===== src/rtl/vector_reg_apply.sv =====
// ----------------------------------------------------------------------------
// vector_reg_apply
//
// Consumer stage for a configuration vector coming out of a CDC register.
// A new input value must stay steady for stable_cycles enabled cycles. It is
// then held pending, and it is committed only when apply_strobe_i arrives
// (for example a vsync or frame-start pulse). Downstream logic therefore never
// sees a configuration change mid-frame or a transient intermediate value.
//
// Optional feature (macro VECTOR_REG_APPLY_TIMEOUT_EN):
//   When defined, a pending value is force-committed after timeout_cycles
//   enabled cycles with no strobe. When undefined, no timeout logic is built.
//
// Parameters:
//   reg_width       width of the configuration vector
//   reg_preset      reset value of the committed and candidate vectors
//   stable_cycles   enabled cycles a new value must persist (1..255)
//   timeout_cycles  enabled pending cycles before a forced commit (1..65535)
//
// Ports:
//   clk_i           clock
//   rst_i           synchronous active-high reset
//   clk_en_i        clock enable; state advances only when high
//   vecreg_i        synchronized vector from the CDC stage
//   apply_strobe_i  safe-point strobe, sampled only on enabled edges
//   vecreg_o        committed vector (registered)
//   pending_o       high while a qualified value awaits commit
//   update_o        one-clk_i-cycle pulse when vecreg_o takes a new value
// ----------------------------------------------------------------------------
module vector_reg_apply #(
    parameter int unsigned          reg_width      = 16,
    parameter logic [reg_width-1:0] reg_preset     = '0,
    parameter int unsigned          stable_cycles  = 4,
    parameter int unsigned          timeout_cycles = 1024
) (
    input  logic                 clk_i,
    input  logic                 rst_i,
    input  logic                 clk_en_i,
    input  logic [reg_width-1:0] vecreg_i,
    input  logic                 apply_strobe_i,
    output logic [reg_width-1:0] vecreg_o,
    output logic                 pending_o,
    output logic                 update_o
);

    localparam logic [1:0] StIdle    = 2'd0;
    localparam logic [1:0] StQualify = 2'd1;
    localparam logic [1:0] StPending = 2'd2;

    localparam int unsigned   CntW   = $clog2(stable_cycles + 1);
    localparam logic [CntW-1:0] CntSat = '1;

    // Elaboration-time check of the parameter ranges
    if (stable_cycles < 1 || stable_cycles > 255 ||
        timeout_cycles < 1 || timeout_cycles > 65535) begin : g_bad_param
        $error("vector_reg_apply: stable_cycles or timeout_cycles out of range");
    end

    logic [1:0]           state_q, state_d;
    logic [reg_width-1:0] cand_q, cand_d;
    logic [reg_width-1:0] vec_q, vec_d;
    logic [CntW-1:0]      cnt_q, cnt_d;
    logic                 update_q;
    logic                 commit;
    logic                 timeout_hit;

`ifdef VECTOR_REG_APPLY_TIMEOUT_EN
    localparam int unsigned   TcntW   = $clog2(timeout_cycles + 1);
    localparam logic [TcntW-1:0] TcntSat = '1;

    logic [TcntW-1:0] tcnt_q, tcnt_d;

    // Held at zero outside PENDING, so it is clear on every entry to PENDING.
    // The hit fires on the edge where this PENDING edge is the timeout_cycles-th.
    assign timeout_hit = (state_q == StPending) &&
                         ((32'(tcnt_q) + 32'd1) >= timeout_cycles);

    always_comb begin
        tcnt_d = '0;
        if (state_q == StPending && tcnt_q != TcntSat) begin
            tcnt_d = tcnt_q + 1'b1;
        end else if (state_q == StPending) begin
            tcnt_d = tcnt_q;
        end
    end

    always_ff @(posedge clk_i) begin
        if (rst_i) begin
            tcnt_q <= '0;
        end else if (clk_en_i) begin
            tcnt_q <= tcnt_d;
        end
    end
`else
    assign timeout_hit = 1'b0;
`endif

    always_comb begin
        state_d = state_q;
        cand_d  = cand_q;
        cnt_d   = cnt_q;
        vec_d   = vec_q;
        commit  = 1'b0;
        case (state_q)
            StIdle: begin
                if (vecreg_i != vec_q) begin
                    cand_d  = vecreg_i;
                    cnt_d   = CntW'(1);
                    state_d = (stable_cycles == 1) ? StPending : StQualify;
                end
            end
            StQualify: begin
                if (vecreg_i == vec_q) begin
                    state_d = StIdle;
                end else if (vecreg_i != cand_q) begin
                    cand_d = vecreg_i;
                    cnt_d  = CntW'(1);
                end else begin
                    if (cnt_q != CntSat) begin
                        cnt_d = cnt_q + 1'b1;
                    end
                    // >= also covers stable_cycles == 1 after a restart from PENDING
                    if ((32'(cnt_q) + 32'd1) >= stable_cycles) begin
                        state_d = StPending;
                    end
                end
            end
            StPending: begin
                // An input change outranks both the strobe and the timeout
                if (vecreg_i == vec_q) begin
                    state_d = StIdle;
                end else if (vecreg_i != cand_q) begin
                    cand_d  = vecreg_i;
                    cnt_d   = CntW'(1);
                    state_d = StQualify;
                end else if (apply_strobe_i || timeout_hit) begin
                    commit  = 1'b1;
                    vec_d   = cand_q;
                    state_d = StIdle;
                end
            end
            default: begin
                state_d = StIdle;
            end
        endcase
    end

    always_ff @(posedge clk_i) begin
        if (rst_i) begin
            state_q  <= StIdle;
            cand_q   <= reg_preset;
            vec_q    <= reg_preset;
            cnt_q    <= '0;
            update_q <= 1'b0;
        end else begin
            // Pulse clears on every clk_i edge so it never outlasts one cycle
            update_q <= 1'b0;
            if (clk_en_i) begin
                state_q  <= state_d;
                cand_q   <= cand_d;
                vec_q    <= vec_d;
                cnt_q    <= cnt_d;
                update_q <= commit;
            end
        end
    end

    assign vecreg_o  = vec_q;
    assign pending_o = (state_q == StPending);
    assign update_o  = update_q;

endmodule


===== config.mk =====
export PLATFORM = sky130hd
export DESIGN_NAME = vector_reg_apply
export DESIGN_NICKNAME = d
export VERILOG_FILES = /design/src/rtl/vector_reg_apply.sv
export SDC_FILE = /design/constraint.sdc
export NUM_CORES = 1
export LEC_CHECK = 0
export CORE_UTILIZATION = 45
export CTS_CLUSTER_SIZE = 12
export DETAILED_ROUTE_END_ITERATION = 12
export GPL_ROUTABILITY_DRIVEN = 0
export PLACE_DENSITY = 0.77
export SLEW_MARGIN = 40
export SYNTH_ARGS = -nofsm -noshare
export SYNTH_HDL_FRONTEND = slang
export SYNTH_SLANG_ARGS = --single-unit

===== constraint.sdc =====
create_clock -name clk_i -period 5.7 [get_ports clk_i]
set_input_delay 1.14 -clock clk_i [delete_from_list [all_inputs] [get_ports clk_i]]
set_output_delay 1.14 -clock clk_i [all_outputs]
set_load 0.02 [all_outputs]

# Yosys cells after proc, flatten, opt, wreduce, memory -nomap -nowiden
# Index checks and enable logic that the tools add are counted.
[totals] in_bits=20 out_inout_bits=18 elab_cells=57 reg_bits=38
[op_classes] order_cmp=1 bitwise=4 addsub=2 n_eq_ne=16 reduce_logical=9 n_mux=20
[ops] op="$mux 16" count=3
[ops] op="$ne 16x16->1" count=2
[ops] op="$pmux 16 s2" count=1
[ops] op="$mux 3" count=6
[ops] op="$eq 16x16->1" count=1
[ops] op="$reduce_and 5->1" count=3
[ops] op="$mux 2" count=7
[ops] op="$ne 3x3->1 const B" count=4
[ops] op="$pmux 3 s3" count=1
[ops] op="$ne 2x2->1 const B" count=4
[ops] op="$reduce_and 7->1" count=1
[ops] op="$pmux 2 s3" count=1
[ops] op="$reduce_or 5->1" count=1
[ops] op="$add 3x1->4 const B" count=1
[ops] op="$ge 4x3->1 const B" count=1
[ops] op="$ne 2x1->1 const B" count=2
[ops] op="$ne 4x2->1 const B" count=1
[ops] op="$not 1->1" count=4
[ops] op="$add 3x1->3 const B" count=1
[ops] op="$reduce_bool 3->1" count=1
[ops] op="$eq 2x1->1 const B" count=1
[ops] op="$eq 2x2->1 const B" count=1
[ops] op="$logic_not 2->1" count=1
[ops] op="$reduce_bool 2->1" count=1
[ops] op="2 further kinds" count=2

# Depth between registers and ports, before layout
[depth] ltp_word=6 depth_mapped=8 ltp_nobuf=6

# Worst setup path after synthesis
# Ideal clock, no wire load.
[synth_timing] path_type="input to register" start="input vecreg_i[7]" end="register vec_q[10] (netlist: vecreg_o[10])" t_required_ns=5.572 path_slack_ns=2.962 setup_ns=0.128 t_arrival_ns=2.610 cell_stages=8 n_path_buf=2 cell_sequence="xnor2_1 nand4_1 nor4_4 and4bb_1 buf_6 buf_12 mux2i_1 nor2_1"
[synth_between] elab_chain_len=3 word_cells_on_any_way=5 classes_between="eq/ne: 2; bitwise: 2; reduce/logical: 1"
[synth_rtl] element="start: declaration" line="39" source="input logic [reg_width-1:0] vecreg_i,"
[synth_rtl] element="$ne 16x16->1 or $eq 16x16->1 (tied branches)" line="132, 130"
[synth_rtl] element="$not 1->1 (no line)"
[synth_rtl] element="$reduce_and 5->1 (no line) (*)"
[synth_rtl] element="end signal: assignment" line="152" source="vec_q <= reg_preset;"
[synth_rtl] element="end signal: assignment" line="161" source="vec_q <= vec_d;"
[synth_rtl] element="end: declaration" line="61" source="logic [reg_width-1:0] vec_q, vec_d;"
# Every way passes the cells marked *; elsewhere a longest branch is shown, timed or not.
# A chain may end at the register's enable or synchronous reset.

# Worst setup path after layout
[layout_timing] start="input vecreg_i[9]" end="register vec_q[6] (netlist: vecreg_o[6])"
# Same word-level chain as after synthesis.

==> reports/metrics.csv <==
metric,value,unit
status,completed,
synthArstFlopShare,0,%
initial_core_util,48.2,%
globalRouteMet3Util,3.17,%
setup_viol,0,
cp_data_arrival_time,3.57,ns
cp-start-kind,primary input,
use_met1,23.9,%
hold_violations,0,
mappedNetlistArea,1980,µm²
clockRootBuffer,clkbuf_8,
crit_path_end_kind,flip-flop,
cts_buffers,5,
cts_hold_buf,0,
synth_most_common_cell,dfxtp_1,
nNetsFinal,261,
synth-seq-cells,38,
postCtsResizedCells,0,
clock-sinks,38,
final_antenna_net_count,0,
period_needed,3.41,ns
p_total,0.681,mW
synth_common_cells,"38 x dfxtp_1, 37 x nor2_1, 36 x mux2i_1",
multi_input_area,1150,µm²
reg2reg_from,cand_q[9],
rsz0062_at_grt,false,
wl,3910,µm
route.detailed.drc,0,
clk_pin_slew,0.07,ns
synth_warnings,0,
synth-seq-area-share,38.3,%
placementRows,23,
grt_usage,18.3,%
synth_edf_count,0,
synth_flop_cell,dfxtp_1,
cp-startpoint,vecreg_i[9],
cts_tree,done,
vias,1465,
cp_max_fo,17,
skew,0.00243,ns
io_buffers,37,
cp.required,5.86,ns
whs,0.502,ns
via_per_inst,5.12,
avgSynthCellArea,10.1,µm²
drv_slew,0,
tightestPinTransition,0.592,ns
maxCapViolCount,0,
grt_max_degree,42,
fill_cells,363,
rrSetupSlack,3.29,ns
clock_latency,0.29,ns
hold_path_class,reg2reg,
core_area,4120,µm²
top_usage_layer,met2,
reg2regPathDepth,6,
drtIter0Drc,67,
grt_pass1_wl,6280,µm
ir_drop,0.000155,V
layout_setup_ws,2.29,ns
grt_pass1_vias,1366,
area_delta_synth_final,26.9,%
post-place-ws,2.02,ns
max_slew_margin,60.2,%
postPlaceCellArea,2370,µm²
synthCells,196,
synth_top_cell_by_area,dfxtp_1,
seq_area,761,µm²
max_freq,0.293,GHz
drive_gt1_share,6.78,%
htree_num_levels,2,
synthDistinctLibCells,30,
postLayoutCellArea,2520,µm²
grt_overflow,0,
use_met2,29.4,%
diodes,0,
wl_per_cell,13.7,µm
die_w,68.4,µm
yosys.area.top_type_share,38.3,%
synth_nets,222,
dp_hpwl,2840,µm
period_share,59.8,%
worstSetupPathType,in2reg,
ios,38,
drt_pass1_iterations,4,
die_h,68.4,µm
postCtsSetupBuffers,0,
cp-endpoint,vecreg_o[6],
antenna_found_initial,0,
clock_path_buffers,2,
fin_tns_setup,0,ns
r2r_end,vecreg_o[6],
p_leak,0.907,nW
synthTopCellsByArea,"dfxtp_1 38%, mux2i_1 18%, xnor2_1 14%",
die_area,4680,µm²
power_density,270,nW/µm²
## metrics by stage
stage          util, %  instances
2_1_floorplan        -        196
3_3_place_gp      57.7        278
3_5_place_dp      57.7        278
4_1_cts           61.2        286
5_1_grt           61.2        286
6_report          61.2        286
## metal layers
metal | share of wire [%] | up-vias
li1 | - | 747
met1 | 48 | 677
met2 | 47 | 33
met3 | 3.6 | 8
met4 | 1.9 | 0
met5 | 0 | -
## state kept, by name, summed over array words and instances (netlist names)
| signal | flops |
|---|---|
| cand_q | 16 |
| vecreg_o | 16 |
| cnt_q | 3 |
| state_q | 2 |
| update_o | 1 |
## how the worst min path moves through the flow
stage	startpoint	endpoint	slack, ns	depth (start not counted)
5_1_grt	cnt_q[2]	cnt_q[2]	0.53	2
3_5_place_dp	cnt_q[2]	cnt_q[2]	0.50	2
2_1_floorplan	cnt_q[1]	cnt_q[1]	0.46	2
6_report	cnt_q[2]	cnt_q[2]	0.50	2
3_3_place_gp	cnt_q[1]	cnt_q[1]	0.49	2
4_1_cts	cnt_q[2]	cnt_q[2]	0.51	2
## area by class of cell
cell class	count	area share, %
tap	50	2.49
multi-input combinational	147	45.7
clock buffer	6	3.28
inverter	4	0.596
sequential	38	30.2
clock inverter	2	2.39
timing repair buffer	39	15.3
## critical path, cell delays in order
cell and delay, ns:
clkdlybuf4s50_1 0.53, xnor2_1 0.16, nand4_1 0.17, nor4_4 0.52
and4bb_2 0.71, mux2i_1 0.28, nor2_1 0.06
## report_power, final
part	total, mW	internal [mW]	leakage, nW	switching [mW]
Sequential	0.292	0.279	0.310	0.0126
Combinational	0.109	0.0565	0.526	0.0529
Clock	0.280	0.187	0.0714	0.0932
Total	0.681	0.522	0.907	0.159
## cells in the final DEF (no fill, tap or decap), drive strengths merged, types with 2 or more instances in the layout
master / instances
o21ai: 3
nand4: 8
nand3: 2
buf: 2
clkdlybuf4s50: 37
clkbuf: 6
ha: 6
nor3b: 2
inv: 4
mux2i: 36
nor4: 2
nand3b: 2
xnor2: 32
dfxtp: 38
nand2b: 4
bufinv: 2
nor2: 37
## logic make-up (layout without fill, tap and decap cells)
logic type | count (synthesis) | in the layout | synth area share [%]
buffers and inverters | 11 | 51 | 3.66
flip-flops | 38 | 38 | 38.3
AND/OR/NAND/NOR | 66 | 66 | 18.2
adder cells (fa/ha/maj) | 6 | 6 | 3.78
AO/OA/AOI/OAI | 7 | 7 | 3.72
multiplexers | 36 | 36 | 18.2
XOR/XNOR | 32 | 32 | 14.1
Power figures use the tool's default switching activity.
